[src/rtl/div_unit_if.sv]
// Request/response bundle between the execute stage and the multi-cycle divider.
// EX drives the operands and start/annul; the divider returns {remainder, quotient} with ready.
interface div_unit_if;
    logic        signed_div_i;
    logic [31:0] opdata1_i;
    logic [31:0] opdata2_i;
    logic        start_i;
    logic        annul_i;
    logic [63:0] result_o;
    logic        ready_o;

    modport master (
        output signed_div_i,
        output opdata1_i,
        output opdata2_i,
        output start_i,
        output annul_i,
        input  result_o,
        input  ready_o
    );

    modport slave (
        input  signed_div_i,
        input  opdata1_i,
        input  opdata2_i,
        input  start_i,
        input  annul_i,
        output result_o,
        output ready_o
    );
endinterface

[src/rtl/div_unit.sv]
// Radix-2 restoring 32-bit divider for DIV/DIVU: one quotient bit per clock, 32 steps,
// signs stripped on entry and reapplied at the end; result held until EX drops start.
module div_unit (
    input  logic       clk,
    input  logic       clr,
    div_unit_if.slave  bus
);
    typedef enum logic [1:0] {FREE, BYZERO, ON, END} state_t;

    state_t      state_reg, state_next;
    logic [5:0]  cnt_reg, cnt_next;
    logic [64:0] dividend_reg, dividend_next;
    logic [31:0] divisor_reg, divisor_next;
    logic        q_neg_reg, q_neg_next;
    logic        r_neg_reg, r_neg_next;
    logic [63:0] result_reg, result_next;
    logic        ready_reg, ready_next;

    logic [31:0] abs_op1, abs_op2;
    logic [32:0] diff;
    logic [31:0] quot_fixed, rem_fixed;

    // Magnitudes are only taken for signed requests; unsigned operands pass through.
    assign abs_op1 = (bus.signed_div_i && bus.opdata1_i[31]) ? (~bus.opdata1_i + 32'd1) : bus.opdata1_i;
    assign abs_op2 = (bus.signed_div_i && bus.opdata2_i[31]) ? (~bus.opdata2_i + 32'd1) : bus.opdata2_i;

    // Partial remainder lives in dividend[64:33] once all steps are done; quotient in [31:0].
    assign diff       = {1'b0, dividend_reg[63:32]} - {1'b0, divisor_reg};
    assign quot_fixed = q_neg_reg ? (~dividend_reg[31:0] + 32'd1) : dividend_reg[31:0];
    assign rem_fixed  = r_neg_reg ? (~dividend_reg[64:33] + 32'd1) : dividend_reg[64:33];

    always_ff @(posedge clk or posedge clr) begin
        if (clr) begin
            state_reg    <= FREE;
            cnt_reg      <= 6'd0;
            dividend_reg <= 65'd0;
            divisor_reg  <= 32'd0;
            q_neg_reg    <= 1'b0;
            r_neg_reg    <= 1'b0;
            result_reg   <= 64'd0;
            ready_reg    <= 1'b0;
        end else begin
            state_reg    <= state_next;
            cnt_reg      <= cnt_next;
            dividend_reg <= dividend_next;
            divisor_reg  <= divisor_next;
            q_neg_reg    <= q_neg_next;
            r_neg_reg    <= r_neg_next;
            result_reg   <= result_next;
            ready_reg    <= ready_next;
        end
    end

    always_comb begin
        state_next    = state_reg;
        cnt_next      = cnt_reg;
        dividend_next = dividend_reg;
        divisor_next  = divisor_reg;
        q_neg_next    = q_neg_reg;
        r_neg_next    = r_neg_reg;
        result_next   = result_reg;
        ready_next    = ready_reg;

        case (state_reg)
            FREE: begin
                ready_next  = 1'b0;
                result_next = 64'd0;
                if (bus.start_i && !bus.annul_i) begin
                    if (bus.opdata2_i == 32'd0) begin
                        state_next = BYZERO;
                    end else begin
                        state_next    = ON;
                        cnt_next      = 6'd0;
                        dividend_next = {32'd0, abs_op1, 1'b0};
                        divisor_next  = abs_op2;
                        q_neg_next    = bus.signed_div_i & (bus.opdata1_i[31] ^ bus.opdata2_i[31]);
                        r_neg_next    = bus.signed_div_i & bus.opdata1_i[31];
                    end
                end
            end
            BYZERO: begin
                result_next = 64'd0;
                if (bus.annul_i) begin
                    state_next = FREE;
                    ready_next = 1'b0;
                end else begin
                    state_next = END;
                    ready_next = 1'b1;
                end
            end
            ON: begin
                if (bus.annul_i) begin
                    state_next  = FREE;
                    cnt_next    = 6'd0;
                    ready_next  = 1'b0;
                    result_next = 64'd0;
                end else if (cnt_reg != 6'd32) begin
                    // Restore by simply not committing the subtraction when it borrows.
                    if (diff[32])
                        dividend_next = {dividend_reg[63:0], 1'b0};
                    else
                        dividend_next = {diff[31:0], dividend_reg[31:0], 1'b1};
                    cnt_next = cnt_reg + 6'd1;
                end else begin
                    state_next  = END;
                    cnt_next    = 6'd0;
                    result_next = {rem_fixed, quot_fixed};
                    ready_next  = 1'b1;
                end
            end
            END: begin
                if (!bus.start_i || bus.annul_i) begin
                    state_next  = FREE;
                    ready_next  = 1'b0;
                    result_next = 64'd0;
                end
            end
            default: begin
                state_next  = FREE;
                ready_next  = 1'b0;
                result_next = 64'd0;
            end
        endcase
    end

    assign bus.result_o = result_reg;
    assign bus.ready_o  = ready_reg;
endmodule

[src/flat_wrapper.sv]
// flat-port wrapper written by rule: the top's interface ports become plain ports
module div_unit_flat 
  (clk, clr, bus_signed_div_i, bus_opdata1_i, bus_opdata2_i, bus_start_i, bus_annul_i, bus_result_o, bus_ready_o);
  div_unit_if bus_i ();
  input  logic clk;
  input  logic clr;
  input wire logic [$bits(bus_i.signed_div_i)-1:0] bus_signed_div_i;
  input wire logic [$bits(bus_i.opdata1_i)-1:0] bus_opdata1_i;
  input wire logic [$bits(bus_i.opdata2_i)-1:0] bus_opdata2_i;
  input wire logic [$bits(bus_i.start_i)-1:0] bus_start_i;
  input wire logic [$bits(bus_i.annul_i)-1:0] bus_annul_i;
  output wire logic [$bits(bus_i.result_o)-1:0] bus_result_o;
  output wire logic [$bits(bus_i.ready_o)-1:0] bus_ready_o;
  assign bus_i.signed_div_i = bus_signed_div_i;
  assign bus_i.opdata1_i = bus_opdata1_i;
  assign bus_i.opdata2_i = bus_opdata2_i;
  assign bus_i.start_i = bus_start_i;
  assign bus_i.annul_i = bus_annul_i;
  assign bus_result_o = bus_i.result_o;
  assign bus_ready_o = bus_i.ready_o;
  div_unit u_core (.clk(clk), .clr(clr), .bus(bus_i));
endmodule
[config.mk]
export PLATFORM = sky130hd
export DESIGN_NAME = div_unit_flat
export DESIGN_NICKNAME = d
export VERILOG_FILES = /design/src/rtl/div_unit_if.sv /design/src/rtl/div_unit.sv /design/src/flat_wrapper.sv
export SDC_FILE = /design/constraint.sdc
export NUM_CORES = 1
export LEC_CHECK = 0
export CAP_MARGIN = 20
export CELL_PAD_IN_SITES_DETAIL_PLACEMENT = 1
export CELL_PAD_IN_SITES_GLOBAL_PLACEMENT = 1
export CORE_AREA = 2 2 202 204
export DETAILED_ROUTE_END_ITERATION = 12
export DIE_AREA = 0 0 204 206
export PLACE_DENSITY_LB_ADDON = 0.1
export SLEW_MARGIN = 20
export SYNTH_ARGS = -nofsm -noshare
export SYNTH_HDL_FRONTEND = slang
export SYNTH_SLANG_ARGS = --single-unit
[constraint.sdc]
create_clock -name clk -period 10.78 [get_ports clk]
set_input_delay 2.156 -clock clk [delete_from_list [all_inputs] [get_ports clk]]
set_output_delay 2.156 -clock clk [all_outputs]
set_load 0.02 [all_outputs]
### Word-level counts from Yosys, hierarchy flattened

Index checks and enable logic that the tools add are counted.

* register bits after elaboration: 172
* input bits: 69
* output and inout bits: 65
* word-level logic and storage cells: 78

* $add $sub $neg: 6
* equality and inequality tests: 10
* mux-type cells: 31
* bitwise operators: 8
* reductions and logical operators: 15

Operators with widths (count)
* $mux W65: 5
* $mux W64: 3
* $pmux W64 S3: 1
* $pmux W65 S2: 1
* $add A32 B1 Y32 const B: 4
* $mux W32: 4
* $not A32 Y32: 4
* $sub A32 B32 Y33: 1
* $logic_not A32 Y1: 1
* $mux W6: 4
* $mux W2: 6
* $pmux W6 S2: 1
* $reduce_and A3 Y1: 3
* $pmux W2 S4: 1
* $add A6 B1 Y6 const B: 1
* $ne A2 B1 Y1 const B: 3
* $ne A6 B6 Y1 const B: 1
* $reduce_and A5 Y1: 1
* $eq A2 B2 Y1 const B: 2
* $mux W1: 4
* $ne A2 B2 Y1 const B: 2
* $pmux W1 S4: 1
* $logic_and A1 B1 Y1: 3
* $ne A3 B3 Y1 const B: 1
* 10 further kinds: 12

### Longest topological paths before layout

* word-level depth: 6
* mapped depth: 13

### Worst setup path before layout

OpenSTA, ideal clock, no wires.

* kind: input to register
* start point: input bus_opdata1_i[9]
* end point: register u_core.dividend_reg[28]
* setup time: 0.125 ns
* arrival: 4.332 ns
* setup slack: 6.324 ns
* cell stages on the path: 9
* path buffers: 0
* path through: or4_4 or4_1 or3_1 nor2_1 and2_1 a21oi_1 xnor2_1 o21ai_0 mux2_2

* longest elaborated chain between the ends: 6

RTL lines
* from (decl): RTL line flat_wrapper.sv:8 `input wire logic [$bits(bus_i.opdata1_i)-1:0] bus_opdata1_i;`
* $not A32 Y32: RTL line div_unit.sv:24 `assign abs_op1 = (bus.signed_div_i && bus.opdata1_i[31]) ? (~bus.opdata1_i + 32'd1) : bus.opdata1_i;`
* $add A32 B1 Y32: RTL line div_unit.sv:24
* $mux W32: RTL line div_unit.sv:24
* $mux W65: RTL line div_unit.sv:69 `if (bus.opdata2_i == 32'd0) begin`
* $mux W65: RTL line div_unit.sv:68 `if (bus.start_i && !bus.annul_i) begin`
* $pmux W65 S2: RTL line div_unit.sv:64 `case (state_reg)`
* to (signal assigned): RTL line div_unit.sv:45 `dividend_reg <= dividend_next;`
* to (decl): RTL line div_unit.sv:12 `logic [64:0] dividend_reg, dividend_next;`

No other way between the ends. The select of a mux whose other input is x is not followed.
A chain may end at the register's enable or synchronous reset.

### Worst setup path in the final report

* start point: input bus_opdata2_i[12]
* end point: register u_core.dividend_reg[59]

* longest elaborated chain between the ends: 3

RTL lines
* from (decl): RTL line flat_wrapper.sv:9 `input wire logic [$bits(bus_i.opdata2_i)-1:0] bus_opdata2_i;`
* $logic_not A32 Y1: RTL line div_unit.sv:69
* $ne A2 B2 Y1 (no line)
* $reduce_and A5 Y1 (no line)

No other way between the ends.

==> flow_results.org <==
** Status
- The run finished with clean final reports.

** STA
- Maximum clock frequency :: 177 MHz
- Final Critical Period :: 5.66 ns
- The count of final max-slew check failures came to 0.
- Post-route clock period utilization :: 52.5%
- Setup violations remaining at the end of the flow were counted as 0.
- In this run the tightest slew margin relative to its limit is 30.5%.
- Clock skew on the completed layout was measured at 0.00910 ns.
- Adding up every negative setup slack in the final design gives 0 ns.
- The number of hold violations in the final report is 0.
- Unrepaired setup endpoints after global routing :: false
- Measured slew at the worst slew-check pin :: 1.04 ns

** Flow run
- Max-cap violations in this run came to 0.

** Layout
- Diodes inserted :: 0
- Synth-to-layout area growth :: 20.8%
- The library cell used most frequently in the layout, excluding fill and tap cells, is sky130_fd_sc_hd__nand2_1.
- Final net count :: 1577
- Commonest cells after routing, fill and taps aside :: sky130_fd_sc_hd__nand2_1, sky130_fd_sc_hd__o21ai_0, sky130_fd_sc_hd__dfrtp_1
- Cells fill 34.2% of the core in the end.
- Ratio of cells with drive above 1 in the final layout :: 4.60%
- Final Instance Area :: 13800 µm²
- The register with the most flip-flops in the layout has 65 of them.

** Worst hold path
- The tightest min-delay check is of the reg2reg type.

** Synth
- Sequential-to-total area share from yosys stat :: 37.8%
- Mapped Avg Cell Area :: 8.31 µm²
- Most common flop cell mapped by yosys :: sky130_fd_sc_hd__dfrtp_1
- Total of flip-flops plus latches after synthesis :: 172
- Cell area after technology mapping :: 11400 µm²
- Of all flip-flops after synthesis, the portion carrying an async set or reset was 100%.
- Number of enable-type register cells in the synthesized netlist :: 0
- Yosys printed 0 warnings.
- When the netlist entered floorplanning its net count stood at 1483.
- Post-synthesis cell count :: 1370
- Number of distinct library cell variants in the gate-level netlist after synthesis :: 64

** Placement
- Once placement finished, the instance area stood at 13200 µm².
- Gp weighted congestion :: 0.838
- Detailed placement ended at an HPWL of 27800 µm.
- During placement, the flow inserted port buffers numbering 133.

** Floorplanning
- Row cnt :: 74
- Die width :: 204 µm
- The core region is 40200 µm².
- Die area :: 42000 µm²
- Ports placed on the boundary :: 134
- The die is 206 µm tall.
- Once the floorplan was initialized, standard cells occupied 28.3% of the core.

** Worst setup path
- Largest stage delay, worst path :: 0.76 ns
- The worst setup path is captured at a register.
- At the worst endpoint, the required time is 11.11 ns.
- Combined buffer and inverter count along the critical path :: 2
- In this run the worst path has a maximum fanout of 70.
- CP cell instances :: clkdlybuf4s50_1 > or4_4 > nor4_4 > nand4b_4 > o311ai_4 > buf_4 > o21ai_1 > nand2_1 > nor3_1 > a31oi_1 > o211ai_1
- Slowest cell on crit path :: sky130_fd_sc_hd__nand2_1
- Gate family responsible for the most delay along the worst path :: simple AND/OR/NAND/NOR gates
- The worst setup path is of the in2reg kind.
- Worst EP arrival :: 5.99 ns
- STA classifies the critical path startpoint as an input pin.

** Drt
- Drt via density :: 5.00
- Number of design-rule violations left by the first detailed-router iteration :: 382
- The first TritonRoute pass finished after 4 iterations.
- Summed over all layers, the routed wires come to 36800 µm.
- Post-detailed-route count of antenna-violating nets :: 0
- In the routed design, unresolved DRC markers number 0.
- The routed layout has 10000 vias.
- Average wire length per cell after detail routing :: 18.3 µm

** Clocking
- Counting along the longest clock path gives a buffer depth of 2.
- Clk_lat worst skew :: 0.46 ns
- After clock tree synthesis, the clock-pin slew on the worst setup and hold paths is 0.07 ns.
- In this run, CTS created clock tree buffers numbering 17.
- Once the clock tree was built, the resizer swapped 0 gates to a different size.
- Post-CTS timing repair inserted 0 buffers for setup.
- TritonCTS built the clock tree.
- CTS Hold Buffers Added :: 0
- Number of H-tree branching levels :: 4
- CTS sink cnt :: 172
- The tree is rooted in a sky130_fd_sc_hd__clkbuf_16.

** Power
- NetSw :: 1.28 mW
- Max VDD drop :: 119 µV
- Pleak :: 5.86 nW
- Switching fraction of total power :: 44.8%
- The clock network accounts for 21.2% of the total power.
- Sequential share of power :: 34.8%
- Int Power :: 1.58 mW
- The share of total power dissipated in combinational logic is 44.0%.
- Power spread over the standard cell area amounts to 208 nW/µm².

** Global routing
- GR Util All Layers :: 17.7%
- The first global-routing pass estimated 58000 µm of wire.
- The number of global-route vias before repair is 10000.
- The initial antenna violation count is 1.
- Entering global routing, the biggest net connects 96 pins.
- For this run the aggregate overflow at the end of global routing stands at 0.
[per-stage QoR]
stage | instances | total power [mW] | hold WS, ns | setup slack [ns]
detailed placement | 1977 | 2.28 | 0.468 | 4.57
CTS | 2009 | 2.90 | 0.483 | 5.06
finish | 2009 | 2.86 | 0.475 | 5.12
global route | 2009 | 3.09 | 0.497 | 4.73
floorplan | 1370 | 1.82 | 0.450 | 3.96
global placement | 1977 | 2.26 | 0.462 | 4.71
[worst paths after layout]
path / endpoint / from / slack, ns / cells after the start
setup / recovery: u_core.dividend_reg[59] / bus_opdata2_i[12] / 5.12 / 11
hold / removal: u_core.bus.result_o[51] / u_core.bus.result_o[51] / 0.48 / 2
setup reg to reg: u_core.dividend_reg[63] / u_core.state_reg[0] / 6.88 / 9
hold reg to reg: u_core.bus.result_o[51] / u_core.bus.result_o[51] / 0.48 / 2
max in group asynchronous: u_core.divisor_reg[6] / clr / 7.39 / 3
min in group asynchronous: u_core.bus.result_o[13] / clr / 2.15 / 2
[area by class of cell]
type	instances	area [µm²]
fill	4825	26400
clock buffer	21	470
tap	532	666
inverter	62	238
multi-input combinational	1068	6590
timing repair buffer	143	1410
clock inverter	11	82.6
sequential	172	4300
[power by group through the flow]
| stage | registers [mW] | clock network, mW | logic [mW] |
|---|---|---|---|
| 2_1_floorplan | 0.982 | 0 | 0.839 |
| 3_3_place_gp | 1.00 | 0 | 1.26 |
| 3_5_place_dp | 1.01 | 0 | 1.28 |
| 4_1_cts | 0.995 | 0.627 | 1.28 |
| 5_1_grt | 1.02 | 0.652 | 1.42 |
| 6_report | 0.994 | 0.607 | 1.26 |
[kinds of logic (layout without fill, tap and decap cells)]
family / count (synthesis) / after routing / share of synthesized area, %
simple gates: 435 / 435 / 18.0
fa+ha+maj: 44 / 44 / 4.90
xor+xnor: 136 / 136 / 10.5
mux: 13 / 13 / 1.16
compound gates: 440 / 440 / 23.3
flops: 172 / 172 / 37.8
buf+inv: 130 / 237 / 4.37
[worst register-to-register path: stages, from the launching register on]
cell and delay (ns):
sky130_fd_sc_hd__dfrtp_1 0.39, sky130_fd_sc_hd__inv_1 0.14, sky130_fd_sc_hd__ha_2 0.18, sky130_fd_sc_hd__buf_4 0.51
sky130_fd_sc_hd__nand2b_1 0.66, sky130_fd_sc_hd__a31oi_1 0.53, sky130_fd_sc_hd__nand2_1 0.66, sky130_fd_sc_hd__a2111oi_0 0.61
sky130_fd_sc_hd__a31oi_1 0.09, sky130_fd_sc_hd__nand2_1 0.08
[layer usage]
metal,vias to the layer above,wire length (µm),GRT usage [%]
met5,-,0,0
met4,0,389,4.50
met3,16,1170,2.08
met2,140,14900,25.1
met1,4872,20400,28.1
li1,5019,-,-
[synth_stat cells, types with 11 or more instances]
cell type / number / area share [%]
sky130_fd_sc_hd__o21ai_0: 192 / 8.4
sky130_fd_sc_hd__o31ai_1: 47 / 3.1
sky130_fd_sc_hd__ha_1: 43 / 4.7
sky130_fd_sc_hd__or3_1: 17 / 0.93
sky130_fd_sc_hd__xor2_1: 98 / 7.5
sky130_fd_sc_hd__clkbuf_1: 55 / 1.8
sky130_fd_sc_hd__nand3_1: 14 / 0.62
sky130_fd_sc_hd__mux2i_1: 11 / 0.97
sky130_fd_sc_hd__nor3_1: 16 / 0.70
sky130_fd_sc_hd__dfrtp_1: 172 / 38
sky130_fd_sc_hd__a21oi_1: 110 / 4.8
sky130_fd_sc_hd__nand2_1: 214 / 7.1
sky130_fd_sc_hd__o41ai_1: 16 / 1.2
sky130_fd_sc_hd__nor2_1: 91 / 3.0
sky130_fd_sc_hd__inv_1: 61 / 2.0
sky130_fd_sc_hd__xnor2_1: 38 / 2.9
(Power assumes the default switching activity.)
==> edit 1 (same settings) <==
Take the reset off `result_reg` and load it in a clocked block of its own.
--- a/src/rtl/div_unit.sv
+++ b/src/rtl/div_unit.sv
@@ -39,3 +39,2 @@
             r_neg_reg    <= 1'b0;
-            result_reg   <= 64'd0;
             ready_reg    <= 1'b0;
@@ -48,5 +47,8 @@
             r_neg_reg    <= r_neg_next;
-            result_reg   <= result_next;
             ready_reg    <= ready_next;
         end
+    end
+
+    always_ff @(posedge clk) begin
+        result_reg <= result_next;
     end
Check against the original RTL: same outputs for any inputs over 4 cycles, from zero or initial values; that may be too few to reach the edited logic, so the function may still have changed.
==> edit 1 against the unedited design <==
Worst setup slack got worse by 0.66 ns. Total power rose by 28%. Count of clock-buffer cells in the layout fell by 1. Sequential cell count did not move. Hold slack improved by 0.010 ns. Sequential power rose by 17%. Clock power rose by 1%. Area after synthesis fell by 1.9%. Register-to-register slack got worse by 0.15 ns. Final area fell by 1.1%. Wire length fell by 8.4%. Critical endpoint is now u_core.dividend_reg[25]$_DFFE_PP0P_. Largest cell class unchanged.
==> edit 1: results (changes against the unedited design) <==
Final layout
  – # diodes: 1 (+1)
  – Layout cells sized above 1: 4.67% (+0.069 points)
  – Inverters: 66 (+6.5%)
  – Final non-clock buffer share: 10.5% (+0.23 points)
  – Nonclk buf count: 145 (+1.4%)
  – Clk_buf instances: 20 (-4.8%)
  – Clock buf/inv share: 4.17% (+0.15 points)
  – Sequential cell area: 0.00463 sq mm (+7.5%)
  – Layout fillers: 4706 (-2.5%)
  – Fraction of area in multi-input gates: 44.6% (-3.3 points)
  – Nets: 1491 (-5.5%)
  – #MultiIn Comb: 976 (-8.6%)
  – Max reg flops: 65 (unchanged)

Synthesis
  – Async SR Flop Fraction: 62.8% (-37 points)
  – Seq/Total Area, Yosys: 41.4% (+3.6 points)
  – Number of enable flip-flop cells after synthesis: 64 (+64)
  – XOR/XNOR Fraction of Synth Area: 11.1% (+0.67 points)
  – Mux cell area share after synthesis: 2.35% (+1.2 points)
  – Mapped Nets: 1383 (-6.7%)
  – Yosys warns: 0 (unchanged)
  – Yosys cell types: 62 (-3.1%)
  – Synth Area in Adders: 4.99% (+0.093 points)
  – Post-synthesis compound-gate area fraction: 19.1% (-4.2 points)
  – Post-synth top cells: nor2_1, nand2_1, o21ai_0
  – Top cells by area, synth: dfrtp_1, edfxtp_1, xor2_1, nor2_1, o21ai_0

Critical path
  – Capturing point of the worst reg2reg path: u_core.dividend_reg[40]$_DFFE_PP0P_
  – CP startpoint: bus_opdata2_i[6]
  – R2R depth: 11 (+2)
  – Reg2reg setup slack: 6.73 ns (-0.15 ns)
  – Worst Path Max Fanout: 97 (+39%)
  – Critical path's slowest cell: buf_4
  – CP Capture Point: u_core.dividend_reg[25]$_DFFE_PP0P_

CTS
  – CTS clk-pin slew, worst paths: 0.07 ns (about the same)
  – CTS buffer count: 17 (unchanged)

Placement
  – Gpl congestion: 0.785 (-6.3%)
  – Placed Area: 0.0130 sq mm (-1.3%)
  – Detailed Place HPWL: 25.2 mm (-9.1%)

Timing
  – Hold slack: 0.486 ns (+0.0102 ns)
  – Clock Skew: 0.00985 ns (+0.000748 ns)
  – Slew headroom: 32.2% (+1.8 points)

GRT
  – First-pass GRT wire length: 54.4 mm (-6.1%)
  – Largest net degree at the start of global routing: 98 (+2.1%)
  – Total track usage: 16.6% (-1.1 points)
  – Vias in the first global route: 9684 (-3.2%)

Min path
  – Hold Path End: u_core.divisor_reg[21]$_DFFE_PP0P_
  – Worst min-delay path startpoint: u_core.divisor_reg[21]$_DFFE_PP0P_

Power and ir drop
  – Comb power frac: 51.4% (+7.4 points)
  – Pleak: 5.58 nW (-4.8%)
  – Clk power: 0.616 mW (+1%)
  – Peak supply drop: 0.158 mV (+33%)
  – Net switching power: 1.64 mW (+28%)

Route
  – Via-to-Cell Ratio: 4.80 (-4.1%)
  – DRT iter0 DRCs: 353 (-7.6%)
  – WL/cell: 17.5 microns (-4.3%)

Run status
  – Status: finished, final reports clean
## edit 1: stage by stage
step           setup slack, ns  total power, mW  utilization [%]  instances
6_report                  4.45             3.66             33.8       1924
5_1_grt                   4.03             3.97             33.8       1923
4_1_cts                   4.40             3.72             33.8       1923
3_5_place_dp              3.91             3.09             32.4       1891
3_3_place_gp              4.05             3.06             32.4       1891
2_1_floorplan             5.78             2.43                -       1270
## edit 1: cells by family after synthesis
| group | after synthesis |
|---|---|
| AND/OR/NAND/NOR | 406 |
| adder cells (fa/ha/maj) | 44 |
| XOR/XNOR | 142 |
| buffers and inverters | 122 |
| flip-flops | 172 |
| multiplexers | 26 |
| AO/OA/AOI/OAI | 358 |
## edit 1: routing by layer
metal	wire length, microns	up-vias	global-route usage, %
li1	-	4682	-
met1	17000	4395	22.6
met2	15400	127	27.5
met3	753	26	2.41
met4	481	0	4.43
met5	0	-	0
==> edit 2 (same settings) <==
Made on the original files. Encoding of `state_t`: now Gray code (2 bits for 4 states).
--- a/src/rtl/div_unit.sv
+++ b/src/rtl/div_unit.sv
@@ -7,3 +7,3 @@
 );
-    typedef enum logic [1:0] {FREE, BYZERO, ON, END} state_t;
+    typedef enum logic [1:0] {FREE = 2'b00, BYZERO = 2'b01, ON = 2'b11, END = 2'b10} state_t;
 
Check against the original RTL: no difference found for any inputs over 4 cycles, from zero or initial values; so few cycles prove little.
==> edit 2 against the unedited design <==
Sequential power decreased by 4.5%. Worst setup slack improved by 0.13 ns. Maximum frequency is 2.4% higher. Wire length fell by 5.7%. Area after synthesis decreased by 1.3%. Total power down 9.4%. Hold slack improved by 0.0022 ns. Non-clock buffer count unchanged. Final area is 0.63% lower. Count of clock-buffer cells in the layout decreased by 1. First-iteration DRC count is 15% lower. Sequential cell count is the same. Register-to-register slack got worse by 0.08 ns. Global-route usage down 0.68 points. Highest routed layer unchanged.
==> edit 2: results (changes against the unedited design) <==
Critical path
  – CP delay by family, top: simple AND/OR/NAND/NOR gates
  – CP peak stage delay: 0.61 ns (-0.15 ns)
  – R2R depth: 12 (+3)
  – Reg2reg setup slack: 6.80 ns (-0.08 ns)
  – Worst path arrival time: 5.92 ns (-0.07 ns)
  – Critical path's slowest cell: or4_1
  – CP startpoint: bus_opdata2_i[8]
  – Worst Path Max Fanout: 52 (-26%)
  – Capturing point of the worst reg2reg path: u_core.dividend_reg[60]$_DFFE_PP0P_
  – Reg2Reg Launch Point: u_core.divisor_reg[0]$_DFFE_PP0P_

GRT
  – Total track usage: 17.1% (-0.68 points)
  – First-pass GRT wire length: 56.4 mm (-2.8%)
  – Vias in the first global route: 10100 (+1.1%)
  – Largest net degree at the start of global routing: 68 (-29%)
  – Initial antenna violation count: 0 (-1)

Run status
  – Status: finished, final reports clean

Synthesis
  – Ys flop type: dfrtp_1
  – XOR/XNOR Fraction of Synth Area: 11.2% (+0.76 points)
  – Mux cell area share after synthesis: 3.16% (+2.0 points)
  – Post-synth top cells: nand2_1, o21ai_0, dfrtp_1
  – Post-Syn Instances: 1338 (-2.3%)
  – Seq/Total Area, Yosys: 38.3% (+0.51 points)
  – Synth Area in Adders: 4.97% (+0.066 points)
  – Yosys cell types: 60 (-6.3%)
  – Top cells by area, synth: dfrtp_1, o21ai_0, xor2_1, nand2_1, ha_1
  – Mapped Nets: 1451 (-2.2%)
  – Post-synthesis compound-gate area fraction: 21.3% (-2.0 points)

Min path
  – Hold Path End: u_core.bus.result_o[46]$_DFFE_PP0P_
  – Hold depth: 2 (unchanged)
  – Worst min-delay path startpoint: u_core.bus.result_o[46]$_DFFE_PP0P_

Power and ir drop
  – Peak supply drop: 0.0948 mV (-21%)
  – Net switching power: 1.06 mW (-17%)
  – Pleak: 5.71 nW (-2.5%)

Route
  – Vias: 9677 (-3.7%)
  – Routed wire length: 34.7 mm (-5.7%)
  – DRT iter0 DRCs: 325 (-15%)
  – Via-to-Cell Ratio: 4.89 (-2.2%)

Timing
  – Hold slack: 0.478 ns (+0.00221 ns)
  – Max Slew Vio Count: 0 (unchanged)
  – Slew of the pin with the lowest slew margin: 1.05 ns (+0.0113 ns)
  – Clock Skew: 0.0164 ns (+0.00731 ns)

Final layout
  – Finished Core Util: 34.0% (-0.21 points)
  – Layout fillers: 4762 (-1.3%)
  – Layout cells sized above 1: 4.43% (-0.18 points)
  – Area delta synth->final: 21.7%

Placement
  – Placed Area: 0.0131 sq mm (-1.1%)
  – Placed Cells: 1946 (-1.6%)
  – Gpl congestion: 0.764 (-8.9%)
  – Detailed Place HPWL: 26.0 mm (-6.2%)
  – Place WS: 4.73 ns (+0.163 ns)
==> edit 2: cell count changes in the layout (fill, tap and decap cells not counted), moves of 4 or more <==
cell / unedited run / this run
clkinv_4: 0 / 4
and2_1: 6 / 11
o211ai_1: 6 / 1
o21a_1: 2 / 6
o21ai_0: 192 / 185
xnor2_1: 38 / 49
nor2_1: 91 / 79
o31ai_1: 47 / 38
a211oi_1: 7 / 3
mux2i_1: 11 / 31
a21o_1: 9 / 15
a21oi_1: 110 / 101
nand2_1: 213 / 202
a32oi_1: 9 / 0
==> edit 2: final cells by class <==
type	count	share of cell area [%]
clock buffers	20	3.41
well taps	532	4.87
flip-flops and latches	172	31.5
multi-input cells	1041	47.3
clock inverters	12	1.02
inverters	58	1.63
repair buffers	143	10.3
==> edit 2: worst max-delay path by stage <==
stage	to	slack [ns]	cells after the start
floorplan	u_core.bus.ready_o$_DFFE_PP0P_	3.96	1
global placement	u_core.dividend_reg[62]$_DFFE_PP0P_	4.87	10
detailed placement	u_core.dividend_reg[63]$_DFFE_PP0P_	4.73	10
CTS	u_core.dividend_reg[63]$_DFFE_PP0P_	5.20	10
global route	u_core.dividend_reg[59]$_DFFE_PP0P_	4.86	10
finish	u_core.dividend_reg[63]$_DFFE_PP0P_	5.25	10
==> edit 2: power groups by stage <==
stage	Clock, mW	Sequential (mW)	Combinational (mW)
2_1_floorplan	0	0.901	0.744
3_3_place_gp	0	0.961	0.990
3_5_place_dp	0	0.965	1.00
4_1_cts	0.673	0.952	1.01
5_1_grt	0.697	0.975	1.14
6_report	0.650	0.949	0.990
==> edit 2: routing by layer <==
metal  track usage [%]  up-vias  part of all wire (%)
met4              4.04        0                   1.3
met1              22.9     4669                    49
met3              2.90       23                   2.9
met5                 0        -                     0
met2              28.6      121                    46
li1                  -     4864                     -
